[config.mk]
export PLATFORM = sky130hd
export DESIGN_NAME = regfile_param
export DESIGN_NICKNAME = d
export VERILOG_FILES = /design/src/rtl/regfile_param.sv
export SDC_FILE = /design/constraint.sdc
export NUM_CORES = 1
export LEC_CHECK = 0
export CORE_ASPECT_RATIO = 0.75
export CORE_MARGIN = 2
export CORE_UTILIZATION = 42
export DETAILED_ROUTE_END_ITERATION = 10
export PLACE_DENSITY = 0.65
export REMOVE_ABC_BUFFERS = 1
export SLEW_MARGIN = 0
export SYNTH_ARGS = -nofsm -noshare
export SYNTH_HDL_FRONTEND = slang
export SYNTH_SLANG_ARGS = --single-unit
[constraint.sdc]
create_clock -name clk -period 3.6 [get_ports clk]
set_input_delay 0.72 -clock clk [delete_from_list [all_inputs] [get_ports clk]]
set_output_delay 0.72 -clock clk [all_outputs]
set_load 0.03 [all_outputs]
[src/rtl/regfile_param.sv]
// regfile_param: parametrised CPU register file with two combinational read
// ports, one clocked write port, optional hardwired zero register, optional
// write-to-read bypass and a sequential clear engine.
//
// The clear engine walks the array one entry per cycle after reset or on a
// clear_req, writing a fill value (zero, or the entry index) into each entry.
// While it runs, busy is high, reads return zero and writes are dropped.
//
// Ports:
//   clk            rising-edge clock
//   rst            asynchronous active-high reset (restarts the clear walk)
//   clear_req      one-cycle request to re-run the clear engine (READY only)
//   read_address_0 / read_address_1   read addresses
//   read_data_0    / read_data_1      combinational read data
//   write_en, write_address, write_data   clocked write port
//   busy           clear engine active
//   write_dropped  one-cycle pulse: a write was attempted while busy
module regfile_param #(
  parameter int DATA_WIDTH = 32,
  parameter int ADDR_WIDTH = 5,
  parameter bit ZERO_REG   = 1'b1,
  parameter bit BYPASS     = 1'b1,
  parameter bit INIT_MODE  = 1'b0
) (
  input  logic                  clk,
  input  logic                  rst,
  input  logic                  clear_req,
  input  logic [ADDR_WIDTH-1:0] read_address_0,
  input  logic [ADDR_WIDTH-1:0] read_address_1,
  output logic [DATA_WIDTH-1:0] read_data_0,
  output logic [DATA_WIDTH-1:0] read_data_1,
  input  logic                  write_en,
  input  logic [ADDR_WIDTH-1:0] write_address,
  input  logic [DATA_WIDTH-1:0] write_data,
  output logic                  busy,
  output logic                  write_dropped
);

  localparam int DEPTH = 1 << ADDR_WIDTH;

  typedef enum logic {
    CLEAR = 1'b0,
    READY = 1'b1
  } state_t;

  state_t                  state;
  logic [ADDR_WIDTH-1:0]   clr_ptr;
  logic [DATA_WIDTH-1:0]   mem [DEPTH];
  logic [DATA_WIDTH-1:0]   fill_value;
  logic                    zero_write;
  logic                    user_write;
  logic                    last_entry;

  assign fill_value = INIT_MODE ? DATA_WIDTH'(clr_ptr) : '0;
  assign last_entry = (clr_ptr == ADDR_WIDTH'(DEPTH - 1));

  // A write to the hardwired zero entry is discarded silently.
  assign zero_write = ZERO_REG && (write_address == '0);
  assign user_write = (state == READY) && write_en && !zero_write;

  always_ff @(posedge clk or posedge rst) begin
    if (rst) begin
      state         <= CLEAR;
      clr_ptr       <= '0;
      busy          <= 1'b1;
      write_dropped <= 1'b0;
    end else begin
      write_dropped <= (state == CLEAR) && write_en;
      case (state)
        CLEAR: begin
          if (last_entry) begin
            state   <= READY;
            busy    <= 1'b0;
            clr_ptr <= '0;
          end else begin
            clr_ptr <= clr_ptr + 1'b1;
          end
        end
        READY: begin
          if (clear_req) begin
            state   <= CLEAR;
            busy    <= 1'b1;
            clr_ptr <= '0;
          end
        end
        default: begin
          state   <= CLEAR;
          busy    <= 1'b1;
          clr_ptr <= '0;
        end
      endcase
    end
  end

  // Array has no reset; held off while rst is high so an in-flight write is lost.
  always_ff @(posedge clk) begin
    if (!rst) begin
      if (state == CLEAR) begin
        mem[clr_ptr] <= fill_value;
      end else if (user_write) begin
        mem[write_address] <= write_data;
      end
    end
  end

  always_comb begin
    read_data_0 = mem[read_address_0];
    if (busy) begin
      read_data_0 = '0;
    end else if (ZERO_REG && (read_address_0 == '0)) begin
      read_data_0 = '0;
    end else if (BYPASS && user_write && (write_address == read_address_0)) begin
      read_data_0 = write_data;
    end
  end

  always_comb begin
    read_data_1 = mem[read_address_1];
    if (busy) begin
      read_data_1 = '0;
    end else if (ZERO_REG && (read_address_1 == '0)) begin
      read_data_1 = '0;
    end else if (BYPASS && user_write && (write_address == read_address_1)) begin
      read_data_1 = write_data;
    end
  end

endmodule

==> summary.md <==
| Metric | Value |
|---|---|
| Setup CP Type | `input pin to output port` |
| Netlist cell types | `54` |
| 1st-iter DRT viols | `4360` |
| First-pass GRT wire length | `222 mm` |
| Clock Skews | `approximately 0.022 ns` |
| Hold Slack | `approximately 0.32 ns` |
| Post-Syn Area per Cell | `18.8 um2` |
| Worst flop-to-flop path endpoint | `mem[7][20]$_DFFE_PP_` |
| Ys async rst share | `0.00775` |
| GRT met2 Usage | `0.391` |
| Tightest Pin Transition | `1.13 ns` |
| RR Startpoint | `state$_DFF_PP0_` |
| Pwr/cell area | `524 nW/um2` |
| Post-synthesis cell count | `2613` |
| Max FO, Critical Path | `22` |
| Std-Cell Rows | `108` |
| Met3 Usage GRT | `0.0624` |
| Final WS setup | `-0.00518 ns` |
| Die width | `399 um` |
| Core area | `116000 um2` |
| Number of synthesized flops with an enable pin | `1024` |
| Skew-Pair Late Insertion Delay | `0.71 ns` |
| Lkg Pwr | `20.2 nW` |
| Worst R2R Path Depth | `9` |
| I/O pins | `117` |
| Setup violators final | `1` |
| Vias post-DR | `30247` |
| Outcome | `finished, violations left` |
| Failing checks | `setup timing` |
| Hpwl dp | `105 mm` |
| Worst-path clk slew | `~0.06 ns` |
| Worst-case vdd ir drop | `0.475 mV` |
| Pwr Total | `~0.031 W` |
| Setup slack, reg-to-reg | `1.01 ns` |
| Synthesis warning total | `0` |
| Worst path required time | `around 2.9 ns` |
| CTS tree | `built` |
| Slew headroom | `0.244` |
| Yosys reg bits | `1032` |
| Vias in the first global route | `30791` |
| Register area share after synthesis | `0.630` |
| Type of the worst min-delay path | `input pin to asynchronous set/reset pin` |
| CTS buffer count | `103` |
| Initial Utilization | `0.424` |
| Max-cap violation count | `0` |
| Die area | `120000 um2` |
| Initial antenna violation count | `3` |
| Main flop type after synthesis | `edfxtp_1` |
| Final Critical Period | `3.61 ns` |
| Wirelength, routed | `156 mm` |
| Count of final max-slew check failures | `0` |
| Die Span Y | `300 um` |
| GRT Overall Usage | `0.261` |
| Post-route setup TNS | `-0.00518 ns` |
| Largest net degree at the start of global routing | `54` |
| Post-DR wirelength/cell | `33.6 um` |
| Final Hold Viols | `0` |
| CP startpoint kind | `input pin` |
| DRT Pass-1 Iters | `5` |
| IO buf count | `116` |
| CP endpoint kind | `output port` |
| DRC Markers | `0` |
| Grt met1 use | `0.376` |
| Register area | `31000 um2` |
| CTS max path bufs | `3` |
| H-tree levels | `3` |
| RSZ-0062 raised after global routing | `true` |
| CTS root buf | `clkbuf_16` |
| Period utilization | `1.00` |
| Multi-input logic area | `17500 um2` |
| Grt ovf | `0` |
| Hold_buf cts | `0` |
| Total Nets Final | `a little over 3000` |
| Share of layout cells above drive strength 1 | `0.420` |
| Crit path DAT | `2.89 ns` |
| RePlAce Congestion | `0.859` |
| Via density | `6.53` |
| Final Core Density | `0.518` |
| Fmax | `277 MHz` |
| Area grow syn2layout | `22.0%` |
| Synth Cell Area | `49100 um2` |
| GRT busiest layer | `met2` |
| Detail Route Antenna Nets | `0` |
| Num Clock Sinks | `1032` |
| Number of inserted diodes | `0` |
| Fillers | `9001` |
==> layer usage <==
layer / vias up / part of all wire
met5: - / 0
met4: 0 / 0.035
met3: 300 / 0.12
met2: 2004 / 0.45
met1: 15973 / 0.40
li1: 11970 / -
==> flip-flops by register name (all words and copies together) (netlist names) <==
name / flops
busy: 1
mem: 1024
clr_ptr: 5
write_dropped: 1
state: 1
==> cell usage after synthesis, types with 4 or more instances <==
| library cell | instances | area [um2] |
|---|---|---|
| nor2_1 | 71 | 267 |
| xor2_1 | 6 | 52.6 |
| nor2b_1 | 14 | 87.6 |
| nand3_2 | 10 | 100 |
| inv_1 | 39 | 146 |
| a211oi_1 | 15 | 113 |
| buf_4 | 29 | 218 |
| o21ai_0 | 37 | 185 |
| nand2b_1 | 7 | 43.8 |
| dfrtp_1 | 7 | 175 |
| clkbuf_1 | 65 | 244 |
| o221ai_1 | 32 | 280 |
| mux4_2 | 481 | 10800 |
| xnor2_1 | 4 | 35.0 |
| buf_2 | 74 | 370 |
| mux2i_1 | 115 | 1150 |
| buf_6 | 29 | 327 |
| nand2_1 | 124 | 465 |
| o211ai_1 | 50 | 375 |
| and3_1 | 27 | 169 |
| a211o_1 | 12 | 105 |
| buf_1 | 20 | 75.1 |
| a221oi_1 | 32 | 280 |
| a21oi_1 | 34 | 170 |
| nor3_1 | 46 | 230 |
| a22oi_1 | 49 | 368 |
| edfxtp_1 | 1024 | 30700 |
| a22o_1 | 12 | 105 |
| a221oi_2 | 10 | 150 |
| mux2_2 | 64 | 721 |
| nand3_1 | 39 | 195 |
| a31oi_1 | 5 | 31.3 |
==> area by class of cell <==
class	count	area share
multi-input cells	1324	0.292
repair buffers	510	0.0989
flip-flops and latches	1032	0.516
clock inverters	68	0.0141
inverters	40	0.00250
clock buffers	118	0.0439
well taps	1540	0.0321
==> power by group <==
part / total [W] / internal, W / switching (W)
registers: 0.0143 / 0.0139 / 0.000311
logic: 0.00590 / 0.00246 / 0.00344
clock network: 0.0112 / 0.00655 / 0.00468
total: 0.0314 / 0.0230 / 0.00843
==> cells by family after synthesis <==
group	count (synthesis)	synth area share
buffers and inverters	257	0.0282
AO/OA/AOI/OAI	301	0.0468
multiplexers	660	0.259
flip-flops	1032	0.630
adder cells (fa/ha/maj)	2	0.000509
XOR/XNOR	10	0.00178
AND/OR/NAND/NOR	351	0.0341
==> layout by cell type (no fill, tap or decap), types with 33 or more instances in the layout <==
cell             count
nand3_1             38
clkbuf_16          104
nand2_1            121
a22oi_1             47
inv_1               39
mux4_2             481
nor2_1              37
mux2_2              64
nor2_4              33
o21ai_0             33
clkdlybuf4s50_1     35
o211ai_1            50
buf_12             143
buf_4              306
mux2i_1            115
edfxtp_1          1024
==> stage by stage <==
stage	cells	setup WS (ns)	area, um2
floorplan	2396	-0.424	47900
global placement	4433	-0.209	56000
detailed placement	4433	-0.223	56000
CTS	4620	0.00313	59700
global route	4632	-0.00948	59900
finish	4632	-0.00518	59900
==> worst max-delay path: stages <==
cell	delay, ns
buf_12	0.15
buf_4	0.22
nor2_1	0.65
buf_4	0.29
a22oi_1	0.08
a21oi_1	0.40
a211o_1	0.16
buf_4	0.15
==> how the worst max path moves through the flow <==
stage | from | end | cells past startpoint
2_1_floorplan | write_en | mem[17][0]$_DFFE_PP_ | 4
3_3_place_gp | write_address[2] | read_data_0[16] | 10
3_5_place_dp | write_address[2] | read_data_1[3] | 10
4_1_cts | mem[23][22]$_DFFE_PP_ | read_data_1[22] | 7
5_1_grt | read_address_1[0] | read_data_1[26] | 9
6_report | read_address_1[1] | read_data_1[0] | 8
==> repair_timing <==
| action | in CTS | in global routing |
|---|---|---|
| buffers inserted | 0 | 13 |
| setup endpoints to repair | 64 | 48 |
| cloned | 1 | 1 |
| resized for setup | 25 | 30 |
| pin swaps | 4 | 11 |
(Power assumes the default switching activity.)
